--- config.mk ---
export PLATFORM = sky130hd
export DESIGN_NAME = gemm_tile_scheduler_flat
export DESIGN_NICKNAME = d
export VERILOG_FILES = /design/src/rtl/gemm_tile_scheduler_if.sv /design/src/rtl/gemm_tile_scheduler.sv /design/src/flat_wrapper.sv
export SDC_FILE = /design/constraint.sdc
export NUM_CORES = 1
export LEC_CHECK = 0
export CORE_MARGIN = 2
export CORE_UTILIZATION = 45
export DETAILED_ROUTE_END_ITERATION = 7
export PLACE_DENSITY = 0.84
export SLEW_MARGIN = 25
export SYNTH_ARGS = -nofsm -noshare
export SYNTH_HDL_FRONTEND = slang
export SYNTH_SLANG_ARGS = --single-unit
--- constraint.sdc ---
create_clock -name clk -period 2.1 [get_ports clk]
set_input_delay 0.21 -clock clk [delete_from_list [all_inputs] [get_ports clk]]
set_output_delay 0.21 -clock clk [all_outputs]
set_load 0.005 [all_outputs]
--- src/rtl/gemm_tile_scheduler_if.sv ---
// Handshake bundle between the GEMM tile scheduler, the PS start/done controller and the datapath.
// master = scheduler side, slave = controller/datapath side.
interface gemm_tile_scheduler_if #(
    parameter int unsigned M_LARGE  = 1024,
    parameter int unsigned N_LARGE  = 1024,
    parameter int unsigned M        = 32,
    parameter int unsigned N        = 32,
    parameter int unsigned K_PASSES = 32
);
    localparam int unsigned ROW_TILES = M_LARGE / M;
    localparam int unsigned COL_TILES = N_LARGE / N;
    localparam int unsigned ROW_W     = $clog2(ROW_TILES);
    localparam int unsigned COL_W     = $clog2(COL_TILES);
    localparam int unsigned K_W       = $clog2(K_PASSES);
    localparam int unsigned TILE_W    = ROW_W + COL_W;

    logic              start;
    logic              tile_start;
    logic [ROW_W-1:0]  tile_row_idx;
    logic [COL_W-1:0]  tile_col_idx;
    logic [K_W-1:0]    k_idx;
    logic              acc_clear;
    logic              tile_done;
    logic              op_wr_start;
    logic [TILE_W-1:0] op_wr_tile_idx;
    logic              op_wr_done;
    logic              busy;
    logic              done;
    logic [31:0]       active_clk_count;
    logic [4:0]        num_mat_done;

    modport master (
        input  start,
        input  tile_done,
        input  op_wr_done,
        output tile_start,
        output tile_row_idx,
        output tile_col_idx,
        output k_idx,
        output acc_clear,
        output op_wr_start,
        output op_wr_tile_idx,
        output busy,
        output done,
        output active_clk_count,
        output num_mat_done
    );

    modport slave (
        output start,
        output tile_done,
        output op_wr_done,
        input  tile_start,
        input  tile_row_idx,
        input  tile_col_idx,
        input  k_idx,
        input  acc_clear,
        input  op_wr_start,
        input  op_wr_tile_idx,
        input  busy,
        input  done,
        input  active_clk_count,
        input  num_mat_done
    );
endinterface

--- src/rtl/gemm_tile_scheduler.sv ---
// Walks the M_LARGE x N_LARGE output in M x N tiles (column fastest), issuing K_PASSES
// accumulate passes per tile, then an output-URAM write, then a done pulse with statistics.
module gemm_tile_scheduler #(
    parameter int unsigned M_LARGE  = 1024,
    parameter int unsigned N_LARGE  = 1024,
    parameter int unsigned M        = 32,
    parameter int unsigned N        = 32,
    parameter int unsigned K_PASSES = 32
) (
    input logic                   clk,
    input logic                   reset,
    gemm_tile_scheduler_if.master bus
);
    localparam int unsigned ROW_TILES = M_LARGE / M;
    localparam int unsigned COL_TILES = N_LARGE / N;
    localparam int unsigned ROW_W     = $clog2(ROW_TILES);
    localparam int unsigned COL_W     = $clog2(COL_TILES);
    localparam int unsigned K_W       = $clog2(K_PASSES);
    localparam int unsigned TILE_W    = ROW_W + COL_W;

    localparam logic [ROW_W-1:0] RowLast = ROW_W'(ROW_TILES - 1);
    localparam logic [COL_W-1:0] ColLast = COL_W'(COL_TILES - 1);
    localparam logic [K_W-1:0]   KLast   = K_W'(K_PASSES - 1);

    if (ROW_TILES < 2 || (ROW_TILES & (ROW_TILES - 1)) != 0) begin : g_bad_row_tiles
        $error("ROW_TILES must be a power of two and at least 2");
    end
    if (COL_TILES < 2 || (COL_TILES & (COL_TILES - 1)) != 0) begin : g_bad_col_tiles
        $error("COL_TILES must be a power of two and at least 2");
    end

    typedef enum logic [2:0] {
        StIdle,
        StIssue,
        StWaitPass,
        StWrite,
        StWaitWr,
        StFinish
    } state_e;

    state_e           state_q;
    logic             tile_start_q;
    logic             acc_clear_q;
    logic             op_wr_start_q;
    logic             busy_q;
    logic             done_q;
    logic [ROW_W-1:0] row_q;
    logic [COL_W-1:0] col_q;
    logic [K_W-1:0]   k_q;
    logic [31:0]      active_q;
    logic [4:0]       num_mat_q;

    // Every output comes straight from a register; pulses are set on entry to their state.
    always_ff @(posedge clk) begin
        if (reset) begin
            state_q       <= StIdle;
            tile_start_q  <= 1'b0;
            acc_clear_q   <= 1'b0;
            op_wr_start_q <= 1'b0;
            busy_q        <= 1'b0;
            done_q        <= 1'b0;
            row_q         <= '0;
            col_q         <= '0;
            k_q           <= '0;
            active_q      <= '0;
            num_mat_q     <= '0;
        end else begin
            tile_start_q  <= 1'b0;
            acc_clear_q   <= 1'b0;
            op_wr_start_q <= 1'b0;
            done_q        <= 1'b0;

            if (state_q != StIdle && active_q != 32'hFFFF_FFFF) begin
                active_q <= active_q + 32'd1;
            end

            unique case (state_q)
                StIdle: begin
                    if (bus.start) begin
                        row_q        <= '0;
                        col_q        <= '0;
                        k_q          <= '0;
                        active_q     <= '0;
                        tile_start_q <= 1'b1;
                        acc_clear_q  <= 1'b1;
                        busy_q       <= 1'b1;
                        state_q      <= StIssue;
                    end
                end
                StIssue: begin
                    state_q <= StWaitPass;
                end
                StWaitPass: begin
                    if (bus.tile_done) begin
                        if (k_q == KLast) begin
                            op_wr_start_q <= 1'b1;
                            state_q       <= StWrite;
                        end else begin
                            k_q          <= k_q + K_W'(1);
                            tile_start_q <= 1'b1;
                            state_q      <= StIssue;
                        end
                    end
                end
                StWrite: begin
                    state_q <= StWaitWr;
                end
                StWaitWr: begin
                    if (bus.op_wr_done) begin
                        if (row_q == RowLast && col_q == ColLast) begin
                            done_q    <= 1'b1;
                            num_mat_q <= num_mat_q + 5'd1;
                            state_q   <= StFinish;
                        end else begin
                            // COL_TILES is a power of two, so the column wraps on its own.
                            k_q          <= '0;
                            col_q        <= col_q + COL_W'(1);
                            if (col_q == ColLast) begin
                                row_q <= row_q + ROW_W'(1);
                            end
                            tile_start_q <= 1'b1;
                            acc_clear_q  <= 1'b1;
                            state_q      <= StIssue;
                        end
                    end
                end
                StFinish: begin
                    busy_q  <= 1'b0;
                    state_q <= StIdle;
                end
                default: begin
                    busy_q  <= 1'b0;
                    state_q <= StIdle;
                end
            endcase
        end
    end

    assign bus.tile_start       = tile_start_q;
    assign bus.acc_clear        = acc_clear_q;
    assign bus.tile_row_idx     = row_q;
    assign bus.tile_col_idx     = col_q;
    assign bus.k_idx            = k_q;
    assign bus.op_wr_start      = op_wr_start_q;
    // Power-of-two COL_TILES makes row*COL_TILES+col a plain concatenation.
    assign bus.op_wr_tile_idx   = TILE_W'({row_q, col_q});
    assign bus.busy             = busy_q;
    assign bus.done             = done_q;
    assign bus.active_clk_count = active_q;
    assign bus.num_mat_done     = num_mat_q;
endmodule
--- src/flat_wrapper.sv ---
// flat-port wrapper written by rule: the top's interface ports become plain ports
module gemm_tile_scheduler_flat 
#(
    parameter int unsigned M_LARGE  = 1024,
    parameter int unsigned N_LARGE  = 1024,
    parameter int unsigned M        = 32,
    parameter int unsigned N        = 32,
    parameter int unsigned K_PASSES = 32
)
  (clk, reset, bus_start, bus_tile_done, bus_op_wr_done, bus_tile_start, bus_tile_row_idx, bus_tile_col_idx, bus_k_idx, bus_acc_clear, bus_op_wr_start, bus_op_wr_tile_idx, bus_busy, bus_done, bus_active_clk_count, bus_num_mat_done);
  gemm_tile_scheduler_if #(.M_LARGE(M_LARGE), .N_LARGE(N_LARGE), .M(M), .N(N), .K_PASSES(K_PASSES)) bus_i ();
  input logic clk;
  input logic reset;
  input wire logic [$bits(bus_i.start)-1:0] bus_start;
  input wire logic [$bits(bus_i.tile_done)-1:0] bus_tile_done;
  input wire logic [$bits(bus_i.op_wr_done)-1:0] bus_op_wr_done;
  output wire logic [$bits(bus_i.tile_start)-1:0] bus_tile_start;
  output wire logic [$bits(bus_i.tile_row_idx)-1:0] bus_tile_row_idx;
  output wire logic [$bits(bus_i.tile_col_idx)-1:0] bus_tile_col_idx;
  output wire logic [$bits(bus_i.k_idx)-1:0] bus_k_idx;
  output wire logic [$bits(bus_i.acc_clear)-1:0] bus_acc_clear;
  output wire logic [$bits(bus_i.op_wr_start)-1:0] bus_op_wr_start;
  output wire logic [$bits(bus_i.op_wr_tile_idx)-1:0] bus_op_wr_tile_idx;
  output wire logic [$bits(bus_i.busy)-1:0] bus_busy;
  output wire logic [$bits(bus_i.done)-1:0] bus_done;
  output wire logic [$bits(bus_i.active_clk_count)-1:0] bus_active_clk_count;
  output wire logic [$bits(bus_i.num_mat_done)-1:0] bus_num_mat_done;
  assign bus_i.start = bus_start;
  assign bus_i.tile_done = bus_tile_done;
  assign bus_i.op_wr_done = bus_op_wr_done;
  assign bus_tile_start = bus_i.tile_start;
  assign bus_tile_row_idx = bus_i.tile_row_idx;
  assign bus_tile_col_idx = bus_i.tile_col_idx;
  assign bus_k_idx = bus_i.k_idx;
  assign bus_acc_clear = bus_i.acc_clear;
  assign bus_op_wr_start = bus_i.op_wr_start;
  assign bus_op_wr_tile_idx = bus_i.op_wr_tile_idx;
  assign bus_busy = bus_i.busy;
  assign bus_done = bus_i.done;
  assign bus_active_clk_count = bus_i.active_clk_count;
  assign bus_num_mat_done = bus_i.num_mat_done;
  gemm_tile_scheduler #(.M_LARGE(M_LARGE), .N_LARGE(N_LARGE), .M(M), .N(N), .K_PASSES(K_PASSES)) u_core (.clk(clk), .reset(reset), .bus(bus_i));
endmodule
==> flow_summary_export.csv <==
group,metric,value,unit
sta,min_period_over_period,92.6,%
worst_setup_path,worstSetupPathType,"flop to flop",
final_layout,fin_area,4120,µm²
detailed_routing,drc,0,
power_and_ir_drop,p_leak,1.44,nW
sta,hold_viol_final,0,
worst_setup_path,required,2.37,ns
sta,fin_hold_ws,0.497,ns
worst_setup_path,cp-end-kind,"flop",
power_and_ir_drop,ir_worst_vdd,0.470,mV
clock_network,postCtsHoldBufs,0,
yosys,synth_ff_type,"dfxtp_1",
placement,place_hpwl,5.39,mm
final_layout,diodes,0,
yosys,yosysSeqAreaShare,38.0,%
yosys,synth_seq_cells,60,
clock_network,ctsRootBufferMaster,"clkbuf_8",
sta,slew_headroom,71.5,%
sta,finalSetupViolCount,0,
power_and_ir_drop,finalPower,2.76,mW
sta,skew,0.00763,ns
yosys,synth_edf_count,0,
sta,fmax,0.514,GHz
sta,tightest_slew,0.428,ns
final_layout,layout-drive-gt1-share,11.4,%
global_route,grt_pass1_wl,12.9,mm
yosys,synth_nets,379,
worst_setup_path,r2r_cells,6,
final_layout,final_common_cell,"clkdlybuf4s50_1",
sta,fin_setup_tns,0,ns
detailed_routing,drtPass1Iterations,4,
sta,grt_setup_unrepaired,"no",
die,die_w,87.8,µm
final_layout,syn2layout_area_growth,30.5,%
global_route,grt_overflow,0,
final_layout,nets,447,
final_layout,final_core_util,60.7,%
final_layout,fillers,600,
detailed_routing,wire_per_inst,14.5,µm
global_route,grt_pass1_vias,2906,
global_route,antenna_found_initial,0,
power_and_ir_drop,powerDensity,670,nW/µm²
detailed_routing,via_count,3024,
worst_setup_path,crit_arrival,2.22,ns
die,coreArea,6790,µm²
placement,placed_cell_area,3920,µm²
clock_network,numClockSinks,60,
die,ios,72,
placement,pre_cts_ws,0.0253,ns
die,start_util,46.5,%
clock_network,clk_latency,0.34,ns
yosys,synth_warnings,0,
detailed_routing,ant_nets,0,
clock_network,h-tree-depth,3,
clock_network,cts_made_buffers,9,
sta,fin_crit,1.94,ns
detailed_routing,drt_iter0_markers,244,
yosys,avgSynthCellArea,8.64,µm²
detailed_routing,finalWirelength,7.71,mm
clock_network,post_cts_buffers,0,
placement,numPortBuffers,71,
die,rows,30,
yosys,synthesis.area,3160,µm²
global_route,grtUsageTotal,21.0,%
die,die_h,87.8,µm
yosys,ys_types,51,
global_route,grt_max_degree,40,
run_status,outcome,"finished, final reports clean",
worst_setup_path,critPathLaunchType,"flop",
worst_hold_path,holdPathStages,3,
yosys,netlist_instances,366,
clock_network,clkTransAtPathRegs,0.07,ns
worst_hold_path,min-delay-path-class,"input port to flop",
die,die_area,7710,µm²
sta,slew_violations,0,
placement,place_congestion,0.825,
worst_setup_path,crit_fanout,19,
job,max_cap_viol_count,0,
sta,layout_setup_ws,0.155,ns
clock_network,cts_tree,"built",
yosys,synthArstFlopShare,0,%
clock_network,cts_max_path_buffers,2,
detailed_routing,via_per_inst,5.67,
placement,dp.cells,519,
final_layout,fin_cells,533,
final_layout,layout_common_cells,"clkdlybuf4s50_1, dfxtp_1, nor2_1",
[report_power, final]
| part | switching, mW | total, mW | internal [mW] | leakage (nW) |
|---|---|---|---|---|
| clock | 0.442 | 1.04 | 0.598 | 0.0983 |
| sequential | 0.0322 | 1.21 | 1.18 | 0.485 |
| combinational | 0.287 | 0.509 | 0.223 | 0.857 |
| total | 0.761 | 2.76 | 2.00 | 1.44 |
[Yosys cell counts (3+ instances only)]
cell | instances | area [µm²]
a21oi_1 | 26 | 130
nor4_1 | 6 | 37.5
o21ai_0 | 4 | 20.0
nor2_1 | 36 | 135
and3_1 | 6 | 37.5
ha_1 | 8 | 100
o21ai_1 | 4 | 20.0
dfxtp_1 | 60 | 1200
o31ai_1 | 12 | 90.1
nand2b_1 | 7 | 43.8
nand2_1 | 33 | 124
o31a_1 | 4 | 35.0
o211ai_1 | 7 | 52.6
nand4_1 | 17 | 106
buf_6 | 4 | 45.0
or3_1 | 8 | 50.1
or4_1 | 14 | 105
buf_4 | 14 | 105
o21a_1 | 4 | 30.0
mux2i_1 | 9 | 90.1
xor2_1 | 10 | 87.6
nand3_1 | 11 | 55.1
clkbuf_1 | 13 | 48.8
inv_1 | 3 | 11.3
o41ai_1 | 3 | 26.3
nor3_1 | 5 | 25.0
and4_1 | 5 | 43.8
[cells by family (layout without fill, tap and decap cells)]
group | count (synthesis) | after routing | synth area share [%]
flip-flops | 60 | 60 | 38.0
XOR/XNOR | 11 | 11 | 3.05
AND/OR/NAND/NOR | 165 | 165 | 29.5
adder cells (fa/ha/maj) | 8 | 8 | 3.17
AO/OA/AOI/OAI | 75 | 75 | 15.7
multiplexers | 10 | 10 | 3.21
buffers and inverters | 37 | 108 | 7.44
[registers in the layout, summed over array words and instances, names as in the netlist]
| signal | cells |
|---|---|
| u_core.bus.op_wr_start | 1 |
| u_core.bus.num_mat_done | 5 |
| u_core.bus.tile_start | 1 |
| u_core.bus.acc_clear | 1 |
| u_core.bus.active_clk_count | 32 |
| u_core.state_q | 3 |
| u_core.bus.busy | 1 |
| u_core.bus.tile_col_idx | 5 |
| u_core.bus.k_idx | 5 |
| u_core.bus.done | 1 |
| u_core.bus.tile_row_idx | 5 |
[path summary, 6_finish.rpt]
| path | start | endpoint | slack (ns) |
|---|---|---|---|
| worst max-delay path | u_core.bus.active_clk_count[0] | u_core.bus.active_clk_count[30] | 0.16 |
| worst min-delay path | bus_tile_done | u_core.bus.op_wr_start | 0.50 |
| worst min register to register | u_core.bus.active_clk_count[17] | u_core.bus.active_clk_count[17] | 0.51 |
| worst max register to register | u_core.bus.active_clk_count[0] | u_core.bus.active_clk_count[30] | 0.16 |
[what timing repair did]
item / 4_1_cts / 5_1_grt
hold endpoints to repair: 0 / 0
gates resized for setup: 0 / 8
setup endpoints to repair: 0 / 21
[metal layers]
layer / up-vias / track usage, % / part of all wire (%)
li1: 1487 / - / -
met1: 1416 / 24.9 / 44
met2: 105 / 34.6 / 48
met3: 16 / 7.73 / 6.8
met4: 0 / 8.39 / 1.5
met5: - / 0 / 0
[cell type report]
class / count / area, µm² / share of cell area (%)
Clock inverter: 2 / 35.0 / 0.850
Multi-Input combinational cell: 269 / 1740 / 42.2
Tap cell: 96 / 120 / 2.91
Inverter: 3 / 11.3 / 0.273
Sequential cell: 60 / 1200 / 29.2
Clock buffer: 12 / 155 / 3.76
Timing Repair Buffer: 91 / 861 / 20.9
[worst max-delay path: stages (launching register included)]
cell,delay [ns]
dfxtp_1,0.33
ha_1,0.20
nand4_2,0.18
nor2_2,0.18
nand2_2,0.22
or4_1,0.58
a21oi_1,0.18
(Power assumes the default switching activity.)
